==> src/rtl/pc_predict_unit.sv <==
// Fetch-stage PC register with a direct-mapped BTB and 2-bit direction counters.
// It predicts taken branches at fetch and redirects on an execute-stage misprediction.
module pc_predict_unit #(
  parameter int AW = 32,
  parameter int BTB_DEPTH = 16,
  parameter logic [AW-1:0] RESET_PC = 32'h0000_3000
) (
  input  logic          clk,
  input  logic          rst_n,
  input  logic          stall,
  output logic [AW-1:0] pc,
  output logic [AW-1:0] pc_plus4,
  output logic          pred_taken,
  output logic [AW-1:0] pred_target,
  input  logic          ex_valid,
  input  logic [AW-1:0] ex_pc,
  input  logic          ex_is_branch,
  input  logic          ex_is_jump,
  input  logic          ex_taken,
  input  logic [AW-1:0] ex_target,
  input  logic          ex_pred_taken,
  input  logic [AW-1:0] ex_pred_target,
  output logic          mispredict
);
  localparam int IW = $clog2(BTB_DEPTH);
  localparam int TW = AW - IW - 2;

  logic [BTB_DEPTH-1:0] valid;
  logic [TW-1:0]        tag [BTB_DEPTH];
  logic [AW-3:0]        tgt [BTB_DEPTH];
  logic [1:0]           ctr [BTB_DEPTH];

  logic [IW-1:0] f_idx;
  logic          f_hit;
  logic          resolve;
  logic [AW-1:0] redirect;
  logic [AW-1:0] next_pc;
  logic [IW-1:0] u_idx;
  logic [TW-1:0] u_tag;
  logic          u_hit;
  logic [1:0]    u_ctr;
  logic          wr_ctr;
  logic          wr_entry;

  // Fetch-side lookup reads only stored state, so a same-cycle write is not seen.
  assign f_idx       = pc[IW+1:2];
  assign f_hit       = valid[f_idx] && (tag[f_idx] == pc[AW-1:IW+2]);
  assign pred_taken  = f_hit & ctr[f_idx][1];
  assign pred_target = {tgt[f_idx], 2'b00};
  assign pc_plus4    = pc + AW'(4);

  assign resolve    = ex_valid & (ex_is_branch | ex_is_jump);
  assign mispredict = resolve & ((ex_taken != ex_pred_taken) |
                                 (ex_taken & (ex_target != ex_pred_target)));
  assign redirect   = ex_taken ? {ex_target[AW-1:2], 2'b00} : ex_pc + AW'(4);

  always_comb begin
    next_pc = pc_plus4;
    if (mispredict)      next_pc = redirect;
    else if (stall)      next_pc = pc;
    else if (pred_taken) next_pc = pred_target;
  end

  assign u_idx    = ex_pc[IW+1:2];
  assign u_tag    = ex_pc[AW-1:IW+2];
  assign u_hit    = valid[u_idx] && (tag[u_idx] == u_tag);
  assign wr_entry = resolve & ex_taken;
  assign wr_ctr   = resolve & (ex_taken | u_hit);

  // Counter policy: fresh branches start weakly taken, jumps are pinned strongly taken.
  always_comb begin
    u_ctr = ctr[u_idx];
    if (ex_taken) begin
      if (ex_is_jump)               u_ctr = 2'b11;
      else if (!u_hit)              u_ctr = 2'b10;
      else if (ctr[u_idx] != 2'b11) u_ctr = ctr[u_idx] + 2'd1;
    end else if (ctr[u_idx] != 2'b00) begin
      u_ctr = ctr[u_idx] - 2'd1;
    end
  end

  always_ff @(posedge clk or negedge rst_n) begin
    if (!rst_n) begin
      pc    <= RESET_PC;
      valid <= '0;
      for (int i = 0; i < BTB_DEPTH; i++) begin
        tag[i] <= '0;
        tgt[i] <= '0;
        ctr[i] <= 2'b01;
      end
    end else begin
      pc <= next_pc;
      if (wr_ctr) ctr[u_idx] <= u_ctr;
      if (wr_entry) begin
        valid[u_idx] <= 1'b1;
        tag[u_idx]   <= u_tag;
        tgt[u_idx]   <= ex_target[AW-1:2];
      end
    end
  end
endmodule

==> config.mk <==
export PLATFORM = sky130hd
export DESIGN_NAME = pc_predict_unit
export DESIGN_NICKNAME = d
export VERILOG_FILES = /design/src/rtl/pc_predict_unit.sv
export SDC_FILE = /design/constraint.sdc
export NUM_CORES = 2
export LEC_CHECK = 0
export CORE_MARGIN = 2
export CORE_UTILIZATION = 60
export DETAILED_ROUTE_END_ITERATION = 8
export PLACE_DENSITY = 0.84
export SLEW_MARGIN = 10
export SYNTH_ARGS = -nofsm -noshare
export SYNTH_HDL_FRONTEND = slang
export SYNTH_SLANG_ARGS = --single-unit
==> constraint.sdc <==
create_clock -name clk -period 8.62 [get_ports clk]
set_input_delay 0.862 -clock clk [delete_from_list [all_inputs] [get_ports clk]]
set_output_delay 0.862 -clock clk [all_outputs]
set_load 0.005 [all_outputs]
==> summary.md <==
| Metric | Value |
|---|---|
| Fin cells | 4934 |
| Period utilization | 73.8% |
| Distinct cells, synth | 81 |
| Critical path type | register to output port |
| Cell count after synthesis | 3678 |
| Post-CTS setup buffers | 0 |
| Die footprint | 87700 um2 |
| Placed cells | 4737 |
| Initial antenna violation count | 13 |
| Outcome | finished, final reports clean |
| Fin crit period | 6.37 ns |
| Hpwl dp | 99.9 mm |
| Worst Reg-to-Reg Cells | 10 |
| CP Launch Type | register |
| Fraction of layout cells with a size suffix above 1 | 41.7% |
| Num Clock Sinks | 976 |
| TritonCTS buffer count | 101 |
| Die Ht | 296 um |
| Slew HR | 12.0% |
| Routed len/inst | 32.8 um |
| Layout fillers | 5755 |
| RSZ-0062 raised after global routing | no |
| Final setup vio count | 0 |
| Largest net degree at the start of global routing | 186 |
| PortBufs | 199 |
| Post-DRT Antenna Nets | 0 |
| Peak VDD IR | 0.198 mV |
| Ys flop type | dfrtp_1 |
| First-pass GRT wire length | 240 mm |
| Remaining DRCs | 0 |
| Root Buffer | clkbuf_16 |
| Max Freq | 157 MHz |
| Worst Skew | 0.0529 ns |
| Final hold slack | 0.188 ns |
| Post-Route WL | 162 mm |
| Seq/Total Area, Yosys | 47.8% |
| Final Wtd Congestion | 1.06 |
| Storage element area | 24500 um2 |
| Die Width | 296 um |
| Leakage | 24.9 nW |
| Post-synth EDFFs | 0 |
| RR Endpoint | pc[10] |
| R2R Setup Slk | 3.34 ns |
| Vias | 35685 |
| Core Region | 84900 um2 |
| #FFs+latches synth | 976 |
| Final Hold Fails | 0 |
| Final #Nets | 3805 |
| Row cnt | 107 |
| Clk pin slew, worst setup/hold paths | 0.06 ns |
| Final TNS setup | 0 ns |
| TritonCTS clock tree | built |
| H-Tree Depth | 3 |
| Most frequent cells in the layout | 954 x dfrtp_1, 931 x mux2_2, 309 x mux4_2 |
| CP required | 7.76 ns |
| Initial core utilization | 60.3% |
| Worst Setup End Kind | output port |
| DR pass1 iterations | 6 |
| WP data arrival | 5.50 ns |
| Gr usage total | 37.5% |
| DR iter-0 viols | 4946 |
| Slew Viols, Final | 0 |
| Hold buffer count at CTS | 0 |
| Max_cap viols | 0 |
| Slew @ Worst Pin | 1.31 ns |
| Mapped cell area | 51200 um2 |
| Footprint of the multi-input gates | 25100 um2 |
| Ys async rst share | 100% |
| Clock latency on the worst-skew pair | 0.71 ns |
| Gr ovfl total | 0 |
| CP Max Fanout | 49 |
| FF-to-FF Start | pc[2] |
| # resized after CTS | 0 |
| Post-Syn Area per Cell | 13.9 um2 |
| PD cells | 253 nW/um2 |
| Via density | 7.23 |
| Area Growth Syn to Fin | 11.8% |
| # IOs | 202 |
| Clock tree buffer depth | 3 |
| HP Class | input pin to asynchronous set/reset pin |
| Ys Warns | 0 |
| Vias in the first global route | 36513 |
| Commonest non-fill, non-tap cell in the layout | dfrtp_1 |
## synth_stat cells (31+ instances only)
| library cell | count | area (um2) |
|---|---|---|
| buf_1 | 106 | 398 |
| mux2_2 | 931 | 10500 |
| xor2_1 | 45 | 394 |
| a21oi_1 | 47 | 235 |
| nand3_1 | 51 | 255 |
| mux4_2 | 309 | 6960 |
| buf_2 | 45 | 225 |
| mux2i_1 | 152 | 1520 |
| nand2_1 | 112 | 420 |
| clkbuf_1 | 198 | 743 |
| dfrtp_1 | 958 | 24000 |
| nand4_1 | 31 | 194 |
| xnor2_1 | 75 | 657 |
| o21ai_0 | 76 | 380 |
| nor2_1 | 85 | 319 |
## how the worst max path moves through the flow
stage / slack (ns) / end / start
global placement: 3.02 / pc_plus4[30] / pc[2]
floorplan: 4.55 / pred_target[12] / pc[2]
global route: 2.05 / pc_plus4[30] / pc[2]
CTS: 2.31 / pc_plus4[30] / pc[2]
finish: 2.25 / pc_plus4[30] / pc[2]
detailed placement: 3.02 / pc_plus4[30] / pc[2]
## per-stage QoR
| step | area [um2] | total power [mW] | setup WS [ns] | util [%] |
|---|---|---|---|---|
| after floorplan | 51200 | 8.44 | 4.55 | - |
| after global placement | 53900 | 9.81 | 3.02 | 63.5 |
| final | 57200 | 14.5 | 2.25 | 67.4 |
| after global routing | 57200 | 14.9 | 2.05 | 67.4 |
| after detailed placement | 53900 | 9.97 | 3.02 | 63.5 |
| after CTS | 57200 | 14.4 | 2.31 | 67.4 |
## where the power goes
| group | switching [mW] | total (mW) | internal (mW) |
|---|---|---|---|
| Sequential | 0.759 | 6.16 | 5.40 |
| Combinational | 1.88 | 3.92 | 2.04 |
| Clock | 1.91 | 4.40 | 2.50 |
| Total | 4.55 | 14.5 | 9.94 |
## state kept, by name (all words and copies together), names as in the netlist
register  flops
tgt         480
valid        16
pc           32
tag         416
ctr          32
## area by class of cell
cell class | instances | share of cell area (%)
multi-input combinational | 2293 | 43.8
sequential | 976 | 42.7
timing repair buffer | 294 | 4.87
antenna | 8 | 0.0350
clock buffer | 149 | 5.06
tap | 1144 | 2.50
inverter | 30 | 0.201
clock inverter | 40 | 0.767
## critical path, stage by stage, from the launching register on
cell             delay [ns]
dfrtp_4                1.01
buf_12                 0.42
ha_1                   0.36
nand3_1                0.25
nor4_1                 0.54
nand2b_1               0.31
nor2_1                 0.59
nand3_1                0.18
xnor2_1                0.47
clkdlybuf4s50_1        0.61
## routing by layer
layer | global-route usage (%) | vias up | routed length, um
li1 | - | 13844 | -
met1 | 49.0 | 18487 | 58200
met2 | 55.4 | 2620 | 72200
met3 | 12.5 | 722 | 20900
met4 | 20.9 | 12 | 10400
met5 | 1.22 | - | 225
## cell families after synthesis
kind of cell    count (synthesis)  share of synthesized area (%)
mux                          1409                           37.9
simple gates                  462                           4.73
compound gates                295                           3.94
flops                         976                           47.8
other cells                     1                        0.00733
buf+inv                       410                           3.49
xor+xnor                      120                           2.05
fa+ha+maj                       5                          0.122
(Power assumes the default switching activity.)
